## src/rtl/fsm_count_monitor.sv

```systemverilog
// fsm_count_monitor: locks onto a modulo-2^W counter and flags skips/stalls.
// Optional FSM_MON_STICKY_EN holds FAULT until clr_err is sampled.
module fsm_count_monitor #(
  parameter int W        = 3,
  parameter int LOCK_CNT = 4,
  parameter int CNT_W    = 8
) (
  input  logic             clk,
  input  logic             reset_n,
  input  logic             en,
  input  logic [W-1:0]     num,
  input  logic             clr_err,
  output logic             locked,
  output logic             err,
  output logic [CNT_W-1:0] err_cnt,
  output logic [CNT_W-1:0] wrap_cnt,
  output logic [W-1:0]     expected
);

  typedef enum logic [1:0] {
    SYNC,
    TRACK,
    LOCKED,
    FAULT
  } state_t;

  localparam logic [W-1:0]     NUM_ONE = 1;
  localparam logic [W-1:0]     NUM_MAX = '1;
  localparam logic [CNT_W-1:0] CNT_ONE = 1;
  localparam logic [CNT_W-1:0] CNT_MAX = '1;
  localparam logic [3:0]       LAST    = 4'(LOCK_CNT - 1);

  state_t       state, state_nxt;
  logic [3:0]   mcnt, mcnt_nxt;
  logic         en_d;
  logic [W-1:0] num_d;
  logic         match;
  logic         err_inc;
  logic         wrap_inc;

  assign match  = (num == expected);
  assign locked = (state == LOCKED);
  assign err    = (state == LOCKED) && !match;

`ifndef FSM_MON_STICKY_EN
  logic unused_clr;
  assign unused_clr = clr_err;
`endif

  always_comb begin
    state_nxt = state;
    mcnt_nxt  = mcnt;
    err_inc   = 1'b0;
    wrap_inc  = 1'b0;
    unique case (state)
      SYNC: begin
        state_nxt = TRACK;
        mcnt_nxt  = '0;
      end
      TRACK: begin
        if (!match) begin
          state_nxt = SYNC;
        end else if (mcnt == LAST) begin
          state_nxt = LOCKED;
        end else begin
          mcnt_nxt = mcnt + 4'd1;
        end
      end
      LOCKED: begin
        if (!match) begin
          err_inc   = 1'b1;
          state_nxt = FAULT;
        end else if (en_d && num_d == NUM_MAX && num == '0) begin
          wrap_inc = 1'b1;
        end
      end
      FAULT: begin
`ifdef FSM_MON_STICKY_EN
        if (clr_err) state_nxt = SYNC;
`else
        state_nxt = SYNC;
`endif
      end
      default: state_nxt = SYNC;
    endcase
  end

  always_ff @(posedge clk or negedge reset_n) begin
    if (!reset_n) begin
      state    <= SYNC;
      mcnt     <= '0;
      en_d     <= 1'b0;
      num_d    <= '0;
      expected <= '0;
      err_cnt  <= '0;
      wrap_cnt <= '0;
    end else begin
      state    <= state_nxt;
      mcnt     <= mcnt_nxt;
      en_d     <= en;
      num_d    <= num;
      expected <= en ? num + NUM_ONE : num;
      if (err_inc && err_cnt != CNT_MAX)
        err_cnt <= err_cnt + CNT_ONE;
      if (wrap_inc && wrap_cnt != CNT_MAX)
        wrap_cnt <= wrap_cnt + CNT_ONE;
    end
  end

endmodule

```

## config.mk

```make
export PLATFORM = sky130hd
export DESIGN_NAME = fsm_count_monitor
export DESIGN_NICKNAME = d
export VERILOG_FILES = /design/src/rtl/fsm_count_monitor.sv
export SDC_FILE = /design/constraint.sdc
export NUM_CORES = 1
export LEC_CHECK = 0
export ABC_CLOCK_PERIOD_IN_PS = 3600
export CORE_MARGIN = 4
export CORE_UTILIZATION = 53
export CTS_CLUSTER_DIAMETER = 30
export DETAILED_ROUTE_END_ITERATION = 10
export PLACE_DENSITY_LB_ADDON = 0.05
export SYNTH_ARGS = -nofsm -noshare
export SYNTH_HDL_FRONTEND = slang
export SYNTH_SLANG_ARGS = --single-unit
```

## constraint.sdc

```tcl
create_clock -name clk -period 3.6 [get_ports clk]
set_clock_uncertainty 0.15 [all_clocks]
set_input_delay 0.36 -clock clk [delete_from_list [all_inputs] [get_ports clk]]
set_output_delay 0.36 -clock clk [all_outputs]
set_load 0.1 [all_outputs]
```

==> summary.txt <==
Run status
  • Status: complete, no violations

Floorplan
  • CORE AREA: 0.002318 mm^2
  • Die W: 58.31 um
  • Die extent in y: 58.31 um
  • Full die area: 0.003399 mm^2
  • Io pins: 28
  • Placement Rows: 17
  • Starting Density: 57.85%

Setup path
  • Critical path launch point type: flip-flop
  • RR Endpoint: wrap_cnt[1]$_DFFE_PN0P_
  • Kind of critical path: reg -> out
  • Buf/Inv on CP: 1
  • Critical Path Stages: 1
  • Largest stage delay on the critical path: 1.17 ns
  • Top delay family on crit path: buffers and inverters
  • Worst reg2reg path depth: 5
  • Slowest CP cell: clkdlybuf4s50_1
  • Maximum fanout along the worst path: 6
  • Crit path cell chain: clkdlybuf4s50_1
  • Critical path origin: err_cnt[2]$_DFFE_PN0P_
  • R2R Path Start: state[0]$_DFFE_PN0P_
  • Reg-to-reg setup timing slack: 1.57 ns
  • Critical Path RT: 3.09 ns
  • CP endpoint: err_cnt[2]
  • Crit path arrival time: 1.93 ns
  • Worst setup EP type: primary output

Yosys
  • Post-synth EDFFs: 0
  • Largest family of logic cells by synthesized area: simple AND/OR/NAND/NOR gates
  • Syn Std Cell Area: 0.001341 mm^2
  • Ranking of synthesized cells by area: dfrtp_1 (54%), xnor2_1 (7.8%), ha_1 (4.7%)
  • Number of synthesized register bits: 29
  • Mean post-synth cell area: 11.66 um^2
  • Most common cell in the netlist: dfrtp_1
  • Seq/Total Area, Yosys: 54.10%
  • Compound-gate portion of the synthesized area: 8.116%
  • Cell accounting for the most synthesized area: dfrtp_1
  • Top_reg_cell synth: dfrtp_1
  • Post-Synth Simple-Gate Area: 17.54%
  • Post-synth top area share: 54.10%
  • XOR/XNOR Fraction of Synth Area: 9.795%
  • Async S/R FF share, synth: 100.0%
  • Mux contribution to synthesized area: 4.104%
  • YS warnings: 0
  • Mapped Nets: 127
  • Adder-cell share of the synthesized area: 4.664%
  • Cell count after synthesis: 115
  • Synth unique cells: 30
  • Most common library cells after synthesis: dfrtp_1 (29), nand2_1 (16), xnor2_1 (12)

Routing
  • Post-DR vias/cell: 5.729
  • Initial DRC count: 28
  • Post-DRT Antenna Nets: 0
  • WL final: 2495 um
  • Wire per inst: 14.10 um
  • DRC errors left: 0
  • 1st-pass router iterations: 4
  • DR vias: 1014

STA
  • Max-slew violations: 0
  • Final setup fails: 0
  • Setup TNS Final: 0 ns
  • Worst-Margin Slew: 0.9738 ns
  • Worst slew margin: 34.87%
  • RSZ-0062 raised after global routing: false
  • Fin. Hold Viols: 0
  • Hold Slack: 0.2511 ns
  • Final Cycle Share: 67.89%
  • Max Fclk: 409.2 MHz
  • Min Tclk post-route: 2.444 ns

Clock tree
  • Clock latency on the worst-skew pair: 0.33 ns
  • # hold bufs at CTS: 0
  • CTS tree: built
  • Clk pin slew, worst setup/hold paths: 0.09 ns
  • PostCTS Resize Cnt: 0
  • Num CTS Buffers: 5
  • Clk sinks: 29
  • Buffer count from post-CTS setup fixing: 0
  • Clock root cell: clkbuf_4
  • Clock buffer depth: 2
  • CTS H-tree lvls: 2

Placement
  • Port Buf Inserts: 26
  • Gpl congestion: 0.7959
  • HPWL after detailed placement: 1812 um

Global route
  • Largest net degree at the start of global routing: 30
  • GRT Util Overall: 16.81%
  • Antenna violations before repair: 0
  • Remaining global-route overflow: 0
  • Vias in the first global route: 1023
  • Global-route wire length before repair: 4319 um

Finish
  • Register area: 725.7 um^2
  • Antenna diodes: 0
  • P&R area growth vs syn: 26.77%
  • Fin nets: 161
  • Area of the multi-input gates: 599.3 um^2
  • Share of cells above drive strength 1: 14.77%
  • Layout fillers: 167

Power
  • Maximum vdd drop: 311.2 uV
  • Static leakage: 0.7779 nW
  • Pwr dens: 383.0 mW/mm^2

Flow run
  • Max_cap viols: 0

Min path
  • Hold WC Path Type: in -> async
## per-stage QoR
stage | total power, W | cells | utilization, % | instance area [um^2] | worst slack, ns
final | 0.0006513 | 177 | 73.34 | 1700 | 1.156
after global routing | 0.0006854 | 177 | 73.34 | 1700 | 1.080
after CTS | 0.0006574 | 177 | 73.34 | 1700 | 1.137
after detailed placement | 0.0004604 | 170 | 70.97 | 1645 | 1.140
after global placement | 0.0004563 | 170 | 70.97 | 1645 | 1.194
after floorplan | 0.0004253 | 115 | - | 1348 | 0.3825
## sequential cells by signal, indices dropped and copies added, names as in the netlist, named ones only
name      count
state         1
en_d          1
err_cnt       8
mcnt          4
expected      3
wrap_cnt      8
num_d         3
## logic make-up after synthesis
family | count (synthesis)
and+or+nand+nor | 43
DFF | 29
xor gates and xnor gates | 15
AOI/OAI and AO/OA | 12
buffers and inverters | 6
muxes | 5
adders and majority gates | 5
## area by class of cell
| class | instances | area share [%] |
|---|---|---|
| Clock buffer | 7 | 3.238 |
| Timing Repair Buffer | 27 | 15.45 |
| Tap cell | 28 | 2.060 |
| Inverter | 6 | 1.325 |
| Sequential cell | 29 | 42.68 |
| Multi-Input combinational cell | 80 | 35.25 |
## power by group
group,leakage [nW],switching [W],internal [W]
clock network,0.0314,0.000105,0.0000920
registers,0.381,0.0000198,0.000341
logic,0.365,0.0000604,0.0000326
## routing by layer
layer / GRT usage, % / part of all wire [%] / up-vias / routed length [um]
li1: - / - / 480 / -
met1: 19.86 / 42 / 495 / 1043
met2: 26.95 / 49 / 32 / 1225
met3: 7.018 / 7.5 / 7 / 186
met4: 6.954 / 1.6 / 0 / 39
met5: 0 / 0 / - / 0
## worst min path at each step
stage	endpoint	slack (ns)	depth (start not counted)
final	mcnt[2]$_DFFE_PN0P_	0.25	2
after global routing	mcnt[0]$_DFFE_PN0P_	0.27	2
after CTS	mcnt[3]$_DFFE_PN0P_	0.27	2
after detailed placement	wrap_cnt[6]$_DFFE_PN0P_	0.34	1
after global placement	wrap_cnt[6]$_DFFE_PN0P_	0.33	1
after floorplan	asynchronous set/reset pin	-0.09	0
## cell usage in the layout (no fill, tap or decap), types with 3 or more instances in the layout
| master | count |
|---|---|
| nor2_1 | 3 |
| mux2_2 | 4 |
| and3_2 | 3 |
| dfrtp_1 | 29 |
| xnor2_1 | 12 |
| nand4_1 | 6 |
| nand2_1 | 16 |
| o311ai_0 | 3 |
| buf_4 | 3 |
| nand3_1 | 6 |
| inv_1 | 5 |
| and3_1 | 3 |
| clkdlybuf4s50_1 | 24 |
| ha_1 | 5 |
| clkbuf_4 | 5 |
| xor2_1 | 3 |
Power figures use the tool's default switching activity.
